## src/rtl/controle_jogo_pkg.sv

```systemverilog
// ----------------------------------------------------------------------------
// controle_jogo_pkg
//   Shared definitions for the guess-the-password round controller:
//   - FSM state codes (3-bit, also exported on the estado port)
//   - one-hot result codes for the res_acertou/res_perto/res_longe trio
//   - default number of attempts per round
//   - signed 5-bit difference helper used to feed the comparator
//   Optional feature macro used by the controller: CONTROLE_JOGO_TIMEOUT_EN
// ----------------------------------------------------------------------------
package controle_jogo_pkg;

  typedef enum logic [2:0] {
    OCIOSO  = 3'd0,
    ESPERA  = 3'd1,
    COMPARA = 3'd2,
    AVALIA  = 3'd3,
    VITORIA = 3'd4,
    DERROTA = 3'd5
  } estado_t;

  // Result one-hot: bit0 = acertou, bit1 = perto, bit2 = longe
  localparam logic [2:0] RES_NENHUM  = 3'b000;
  localparam logic [2:0] RES_ACERTOU = 3'b001;
  localparam logic [2:0] RES_PERTO   = 3'b010;
  localparam logic [2:0] RES_LONGE   = 3'b100;

  localparam int MAX_TENT_PADRAO = 5;

  // guess - secret as 5-bit two's complement; both operands are unsigned 0..15
  function automatic logic signed [4:0] diferenca(input logic [3:0] palpite,
                                                  input logic [3:0] segredo);
    logic signed [4:0] a;
    logic signed [4:0] b;
    a = $signed({1'b0, palpite});
    b = $signed({1'b0, segredo});
    return a - b;
  endfunction

endpackage

```

## src/rtl/controle_jogo_detector_borda.sv

```systemverilog
// ----------------------------------------------------------------------------
// detector_borda
//   1-bit rising-edge detector. pulso is high for exactly one cycle after the
//   raw input goes 0->1; holding the input high produces a single pulse.
//   Ports:
//     clk    in  clock
//     rst    in  asynchronous active-high reset (history cleared to 0)
//     sinal  in  raw button level
//     pulso  out single-cycle rising-edge pulse
// ----------------------------------------------------------------------------
module detector_borda (
  input  logic clk,
  input  logic rst,
  input  logic sinal,
  output logic pulso
);

  logic hist_q;

  always_ff @(posedge clk or posedge rst) begin
    if (rst) begin
      hist_q <= 1'b0;
    end else begin
      hist_q <= sinal;
    end
  end

  assign pulso = sinal & ~hist_q;

endmodule

```

## src/rtl/controle_jogo.sv

```systemverilog
// ----------------------------------------------------------------------------
// controle_jogo
//   Round controller for the guess-the-password game. Latches the secret on
//   start, latches each guess as a (difference, sign) pair for the external
//   difference comparator, samples the comparator verdict, counts attempts
//   down and declares win or loss.
//
//   Optional feature (macro CONTROLE_JOGO_TIMEOUT_EN): a guess timer that
//   consumes one attempt (as a "far" result) when no guess is submitted within
//   TIMEOUT_CICLOS cycles in ESPERA. Without the macro ESPERA waits forever.
//
//   Ports:
//     clk, rst                 clock, asynchronous active-high reset
//     iniciar, confirmar       raw button levels (edges detected here)
//     senha, tentativa         secret / guess, unsigned 0..15
//     cmp_igual, cmp_ate3      comparator verdict
//     cmp_diff, cmp_sinal      low 4 bits and sign of (guess - secret)
//     res_acertou/perto/longe  one-hot result of the last evaluation
//     restantes                attempts left
//     vitoria, derrota         round outcome (held)
//     ocupado                  comparison in progress
//     estado                   current FSM state code
// ----------------------------------------------------------------------------
module controle_jogo
  import controle_jogo_pkg::*;
#(
  parameter int MAX_TENT       = MAX_TENT_PADRAO,
  parameter int CNT_W          = 3,
  parameter int TIMEOUT_CICLOS = 50000000
) (
  input  logic             clk,
  input  logic             rst,
  input  logic             iniciar,
  input  logic             confirmar,
  input  logic [3:0]       senha,
  input  logic [3:0]       tentativa,
  input  logic             cmp_igual,
  input  logic             cmp_ate3,
  output logic [3:0]       cmp_diff,
  output logic             cmp_sinal,
  output logic             res_acertou,
  output logic             res_perto,
  output logic             res_longe,
  output logic [CNT_W-1:0] restantes,
  output logic             vitoria,
  output logic             derrota,
  output logic             ocupado,
  output logic [2:0]       estado
);

  localparam logic [CNT_W-1:0] TENT_INI = CNT_W'(MAX_TENT);

  if (MAX_TENT < 1 || MAX_TENT >= (1 << CNT_W) || TIMEOUT_CICLOS < 2) begin : g_param_invalido
    $error("controle_jogo: MAX_TENT must be 1..2^CNT_W-1 and TIMEOUT_CICLOS >= 2");
  end

  // Attempt counter never wraps below zero
  function automatic logic [CNT_W-1:0] dec_sat(input logic [CNT_W-1:0] v);
    return (v == '0) ? '0 : v - 1'b1;
  endfunction

  logic pulso_ini;
  logic pulso_conf;

  detector_borda u_borda_iniciar (
    .clk   (clk),
    .rst   (rst),
    .sinal (iniciar),
    .pulso (pulso_ini)
  );

  detector_borda u_borda_confirmar (
    .clk   (clk),
    .rst   (rst),
    .sinal (confirmar),
    .pulso (pulso_conf)
  );

  estado_t           estado_q;
  logic [3:0]        senha_q;
  logic signed [4:0] dif_q;
  logic [2:0]        res_q;
  logic [CNT_W-1:0]  restantes_q;
  logic              vitoria_q;
  logic              derrota_q;
  logic              ocupado_q;

`ifdef CONTROLE_JOGO_TIMEOUT_EN
  localparam int TMR_W = (TIMEOUT_CICLOS > 2) ? $clog2(TIMEOUT_CICLOS) : 1;
  localparam logic [TMR_W-1:0] TMR_FIM = TMR_W'(TIMEOUT_CICLOS - 1);
  logic [TMR_W-1:0] timer_q;
`endif

  always_ff @(posedge clk or posedge rst) begin
    if (rst) begin
      estado_q    <= OCIOSO;
      senha_q     <= '0;
      dif_q       <= '0;
      res_q       <= RES_NENHUM;
      restantes_q <= '0;
      vitoria_q   <= 1'b0;
      derrota_q   <= 1'b0;
      ocupado_q   <= 1'b0;
`ifdef CONTROLE_JOGO_TIMEOUT_EN
      timer_q     <= '0;
`endif
    end else if (pulso_ini) begin
      // Start has priority over everything, including a simultaneous confirm
      // and a comparison in flight.
      estado_q    <= ESPERA;
      senha_q     <= senha;
      res_q       <= RES_NENHUM;
      restantes_q <= TENT_INI;
      vitoria_q   <= 1'b0;
      derrota_q   <= 1'b0;
      ocupado_q   <= 1'b0;
`ifdef CONTROLE_JOGO_TIMEOUT_EN
      timer_q     <= '0;
`endif
    end else begin
      case (estado_q)
        OCIOSO: begin
          estado_q <= OCIOSO;
        end

        ESPERA: begin
          if (pulso_conf) begin
            // The registered difference is the latched guess as seen by the
            // comparator.
            dif_q     <= diferenca(tentativa, senha_q);
            ocupado_q <= 1'b1;
            estado_q  <= COMPARA;
`ifdef CONTROLE_JOGO_TIMEOUT_EN
          end else if (timer_q == TMR_FIM) begin
            res_q       <= RES_LONGE;
            restantes_q <= dec_sat(restantes_q);
            timer_q     <= '0;
            if (restantes_q <= 1) begin
              derrota_q <= 1'b1;
              estado_q  <= DERROTA;
            end
          end else begin
            timer_q <= timer_q + 1'b1;
`endif
          end
        end

        COMPARA: begin
          // Settle cycle for the combinational comparator
          estado_q <= AVALIA;
        end

        AVALIA: begin
          ocupado_q   <= 1'b0;
          restantes_q <= dec_sat(restantes_q);
          if (cmp_igual) begin
            res_q     <= RES_ACERTOU;
            vitoria_q <= 1'b1;
            estado_q  <= VITORIA;
          end else begin
            res_q <= cmp_ate3 ? RES_PERTO : RES_LONGE;
            if (restantes_q <= 1) begin
              derrota_q <= 1'b1;
              estado_q  <= DERROTA;
            end else begin
              estado_q <= ESPERA;
`ifdef CONTROLE_JOGO_TIMEOUT_EN
              timer_q  <= '0;
`endif
            end
          end
        end

        VITORIA: estado_q <= VITORIA;
        DERROTA: estado_q <= DERROTA;

        default: begin
          estado_q  <= OCIOSO;
          ocupado_q <= 1'b0;
        end
      endcase
    end
  end

  assign cmp_diff    = dif_q[3:0];
  assign cmp_sinal   = dif_q[4];
  assign res_acertou = res_q[0];
  assign res_perto   = res_q[1];
  assign res_longe   = res_q[2];
  assign restantes   = restantes_q;
  assign vitoria     = vitoria_q;
  assign derrota     = derrota_q;
  assign ocupado     = ocupado_q;
  assign estado      = estado_q;

endmodule
```

## config.mk

```make
export PLATFORM = sky130hd
export DESIGN_NAME = controle_jogo
export DESIGN_NICKNAME = d
export VERILOG_FILES = /design/src/rtl/controle_jogo_pkg.sv /design/src/rtl/controle_jogo_detector_borda.sv /design/src/rtl/controle_jogo.sv
export SDC_FILE = /design/constraint.sdc
export NUM_CORES = 1
export LEC_CHECK = 0
export ABC_AREA = 1
export BUFFER_PORTS_ARGS = -buffer_cell sky130_fd_sc_hd__buf_2
export CAP_MARGIN = 20
export CELL_PAD_IN_SITES_DETAIL_PLACEMENT = 1
export CELL_PAD_IN_SITES_GLOBAL_PLACEMENT = 1
export CORE_MARGIN = 3
export CORE_UTILIZATION = 39
export CTS_BUF_LIST = sky130_fd_sc_hd__clkbuf_4 sky130_fd_sc_hd__clkbuf_8
export DETAILED_ROUTE_END_ITERATION = 7
export PLACE_DENSITY_LB_ADDON = 0.12
export SLEW_MARGIN = 15
export SYNTH_ARGS = -nofsm -noshare
export SYNTH_HDL_FRONTEND = slang
export SYNTH_SLANG_ARGS = --single-unit
```

## constraint.sdc

```tcl
create_clock -name clk -period 1.7 [get_ports clk]
set_clock_uncertainty 0.05 [all_clocks]
set_input_delay 0.17 -clock clk [delete_from_list [all_inputs] [get_ports clk]]
set_output_delay 0.17 -clock clk [all_outputs]
set_load 0.05 [all_outputs]
```

# Word-level counts from Yosys, hierarchy flattened
# Index checks and enable logic that the tools add are counted.
[op_classes]
mul = 0
n_shift = 0
mux = 22
div = 0
add_sub_neg = 2
n_eq_ne = 8
n_reduce_logical = 10
n_lt_le_gt_ge = 1
n_bitwise = 5
[op_table]
columns = ["operator", "count"]
rows = [
  ["two-way mux 3 bit", 11],
  ["one-hot mux 3 bit (5 select lines)", 1],
  ["two-way mux 1 bit", 9],
  ["equality test 3 x 2 -> 1 bit, second input constant", 2],
  ["equality test 3 bit, second input constant", 2],
  ["zero test 3 bit", 2],
  ["AND reduction 3 bit", 2],
  ["nonzero test 2 bit", 3],
  ["subtractor 4 x 4 -> 5 bit", 1],
  ["!= test 2 x 1 -> 1 bit, second input constant", 2],
  ["AND reduction 2 bit", 2],
  ["OR reduction 4 bit", 1],
  ["equality test 3 x 1 -> 1 bit, second input constant", 1],
  ["less-or-equal comparator 3 x 1 -> 1 bit, second input constant", 1],
  ["!= test 3 bit, second input constant", 1],
  ["inverter 1 bit", 3],
  ["subtractor 3 x 1 -> 3 bit, second input constant", 1],
  ["bitwise AND 1 bit", 2],
  ["one-hot mux 1 bit (2 select lines)", 1],
]
[totals]
latch_bits = 0
rom_bits = 0
out_inout_bits = 17
ram_bits = 0
reg_bits = 23
mem_count = 0
word_cells = 58

# Longest topological paths before layout
[logic_depth]
depth_word = 5
ltp_mapped = 9
mapped_depth_nobuf = 9

# Cells and area by module
# Synthesis repeated with hierarchy kept, for this count alone.
[hier_totals]
hier_cells = 137
hier_area_um2 = 1176.1
[modules_own_cells]
columns = ["mod", "instances", "seq_area_each_um2", "cells_per_inst", "area_per_inst_um2"]
rows = [
  ["controle_jogo", 1, 525.5, 129, 1098.6],
  ["detector_borda", 2, 25.0, 4, 38.8],
]

# Least setup slack after synthesis
# Ideal clock, no wire load.
[synth_path]
kind = "register to register"
from = "reg estado_q[0] (netlist: estado[0])"
to = "reg dif_q[3]"
t_required_ns = 1.532
setup_slack_ns = 0.284
path_stages_with_launch = 6
t_arrival_ns = 1.248
period_less_slack_ns = 1.416
setup_time_ns = 0.118
n_path_buf = 0
path_cell_list = "dfrtp_1 -> nand3_2 -> nor2_4 -> inv_2 -> nand2_1 -> nand2_1"
[synth_between]
elab_chain_len = 2
[synth_lines]
columns = ["item", "line_no", "source"]
rows = [
  ["from (decl)", "controle_jogo.sv:79", "estado_t estado_q;"],
  ["from (signal assigned)", "controle_jogo.sv:96", "estado_q <= OCIOSO;"],
  ["from (signal assigned)", "controle_jogo.sv:110", "estado_q <= ESPERA;"],
  ["from (signal assigned)", "controle_jogo.sv:123", "estado_q <= OCIOSO;"],
  ["equality test 3 x 1 -> 1 bit", "controle_jogo.sv:121", "case (estado_q)"],
  ["AND reduction 3 bit (no source line)", "n/a", ""],
  ["to (signal assigned)", "controle_jogo.sv:130", "dif_q <= diferenca(tentativa, senha_q);"],
  ["to (decl)", "controle_jogo.sv:81", "logic signed [4:0] dif_q;"],
]
# Every way passes these cells.
# A chain may end at the register's enable or synchronous reset.

# Worst setup path after layout
[layout_path]
from = "in iniciar"
to = "reg dif_q[3]"
[layout_between]
elab_chain_len = 3
[layout_lines]
columns = ["item", "line_no", "source"]
rows = [
  ["from (decl)", "controle_jogo.sv:33", "input logic iniciar,"],
  ["bitwise AND 1 bit", "controle_jogo_detector_borda.sv:28", "assign pulso = sinal & ~hist_q;"],
  ["inverter 1 bit (no source line)", "n/a", ""],
  ["AND reduction 3 bit (no source line)", "n/a", ""],
]
# Every way passes these cells.

==> impl_results.md <==
- Family with the most delay on the worst path: buffers and inverters
- Largest net degree at the start of global routing: 24
- Hold Crit Class: primary input to flop
- Sequential power share: 0.412
- Worst r2r src: senha_q[0]
- CP max stage cell: dlygate4sd3_1
- GRT Total Usage: 0.165
- Status: completed
- FF-to-FF End: dif_q[4]
- CTS Buffer Depth: 2
- Max Cap Violations: 0
- Lkg Pwr: between 0.8 and 0.9 nW
- Slew margin rel.: 0.779
- R2R Setup Slk: 0.24 ns
- First-pass GRT wire length: 4570 um
- Die span in y: slightly above 60 um
- Cell area after layout: ~1400 sq um
- Worst Path Max Fanout: 17
- Syn nets: 165
- TritonCTS clock tree: built
- Avg Inst Size Synth: around 8 sq um
- Peak supply drop: 812 uV
- Sequential share of the synthesized area: 0.498
- Vias in the first global route: 1,081
- FF+latch count, synth: 23
- WL per Instance: 12.0 um
- PwrDens: ~1200 nW/um^2
- Logic pwr share: 0.438
- Initial core utilization: 0.416
- Commonest non-fill, non-tap cell in the layout: nand2_1
- Commonest non-fill, non-tap cells in the layout: nand2_1, buf_2, dfrtp_1
- Initial DRC count: 15
- Crit path depth: 8
- Die W: 60.4 um
- Filler instances: 356
- Max incr delay on CP: 0.53 ns
- GPL Wtd Cong: 0.742
- Antenna violations before repair: 0
- Row count: 19
- Tcrit/Tclk final: 0.862
- First-pass iteration count of the detailed router: 2
- Final std cells w/o fill: approximately 220
- Worst slack, placed: 0.249 ns
- Worst-path cell chain: dlygate4sd3_1 -> buf_2 -> nand2_2 -> nand2_1 -> nor2_4 -> inv_2 -> nand2_1 -> nand2_1
- Cts repair resizes: 0
- Fin Hold WS: approximately 0.014 ns
- Setup ws final: 0.234 ns
- Crit path launch: iniciar
- CP required: between 1.5 and 2 ns
- Int Power: 0.936 mW
- CTS Root Cell: clkbuf_4
- Fraction of layout cells with a size suffix above 1: 0.237
- CP endpoint kind: flop
- Unique cell type count in the Yosys netlist: 18
- Nets: about 210
- Cells after synthesis: 145
- Final Max Slew Viols: 0
- Crit path to: dif_q[3]
- Grt ovf: 0
- Design Power: 1.76 mW
- DRT Wirelength: 2610 um
- Clock power share: 0.150
- Max Fclk: just under 700 MHz
- Hpwl dp: 1970 um
- Dpl cells: 206
- Crit path arrival time: approximately 1.6 ns
- Core Util, Final: 0.520
- Sw Pwr: 0.827 mW
- CP dominant cell by count: nand2_1
- Buf+Inv Stages, Crit Path: 3
- Via density: 4.83
- Num CTS Buffers: 3
- Die ar.: 3650 sq um
- Residual DRC count: 0
- Fin Setup TNS: 0 ns
- Sw frac: 0.469
- Period minus WS final: 1.47 ns
- Setup violators final: 0
- CTS H-tree depth: 1
- Count of final hold-check violations: 0
- Area growth, synth to finish: 25.0%
- Diode count: 0
- Total placed instance area: 1350 sq um
- Vias: 1,048
- Crit Path Class: primary input to flop
- I/O pins: 31
- Post-CTS Setup Inserts: 0
- CTS clk-pin slew, worst paths: 0.13 ns
- Worst Max-Slew Pin Slew: 0.330 ns
- Post-Syn Area: 1160 sq um
- Yosys warns: 0
- Worst Reg-to-Reg Cells: 8
- Routed Antenna Nets: 0
- CP Launch Type: primary input
- Clock Sink Count: 23
- Clock Latency Late Sink: between 0.3 and 0.4 ns
- I/O Buffers: 30
- RSZ-0062 raised after global routing: no
- Core area: 2780 sq um
==> final cells by class <==
type | count | area (sq um) | share of cell area
Clock inverter | 1 | 5.00 | 0.00346
Tap cell | 31 | 38.8 | 0.0268
Timing Repair Buffer | 38 | 228 | 0.158
Multi-Input combinational cell | 96 | 482 | 0.333
Inverter | 25 | 93.8 | 0.0649
Clock buffer | 3 | 22.5 | 0.0156
Sequential cell | 23 | 576 | 0.398
==> Yosys cell counts <==
master	n	area, sq um
inv_2	5	18.8
nand2_2	1	6.26
o21ai_0	8	40.0
nand3b_1	1	7.51
buf_2	1	5.00
nand3_2	2	20.0
inv_1	20	75.1
nand4_1	1	6.26
nand3_1	11	55.1
o21ai_1	3	15.0
dfrtp_1	23	576
o211ai_1	1	7.51
nor2_4	1	11.3
nor2_1	6	22.5
fa_1	1	20.0
a21oi_1	1	5.00
ha_1	5	62.6
nand2_1	54	203
==> routing by layer <==
metal	global-route usage	vias to the layer above	part of all wire
li1	-	534	-
met1	0.187	490	0.42
met2	0.312	20	0.53
met3	0.0191	4	0.038
met4	0.0650	0	0.015
met5	0	-	0
==> cells by family after synthesis <==
logic type,Yosys count,share of synthesized area
AOI/OAI and AO/OA,13,0.0584
adders and majority gates,6,0.0714
buffers and inverters,26,0.0855
and+or+nand+nor,77,0.287
DFF,23,0.498
==> registers in the layout, indices dropped and copies added, names as in the netlist, 3 cells and up <==
register and count:
dif_q 5, senha_q 4, estado 3, res_q 3, restantes 3
==> power groups by stage <==
stage | logic (mW) | clock network [mW] | registers (mW)
6_report | 0.773 | 0.264 | 0.726
5_1_grt | 0.853 | 0.299 | 0.744
4_1_cts | 0.784 | 0.283 | 0.729
3_5_place_dp | 0.770 | 0 | 0.740
3_3_place_gp | 0.753 | 0 | 0.732
2_1_floorplan | 0.230 | 0 | 1.08
==> worst min path at each step <==
stage	from	endpoint	slack, ns	cells after the start
floorplan	rst	derrota	0.12	1
global placement	rst	res_q[1]	0.17	3
detailed placement	rst	res_q[1]	0.18	3
CTS	senha[3]	senha_q[3]	0.004	3
global route	senha[3]	senha_q[3]	0.02	3
finish	senha[3]	senha_q[3]	0.01	3
==> worst register-to-register path, delay by kind of cell, from the launching register on <==
| family | cells | cell delay, ns |
|---|---|---|
| DFF | 1 | 0.37 |
| AOI/OAI and AO/OA | 1 | 0.14 |
| buffers and inverters | 2 | 0.10 |
| and+or+nand+nor | 3 | 0.23 |
| adders and majority gates | 2 | 0.52 |
==> timing repair <==
item | in CTS | in global routing
endpoints found under the setup margin | 0 | 0
endpoints found under the hold margin | 29 | 0
hold buffers | 7 | 0
No activity file was read; power rests on OpenSTA's default activity.
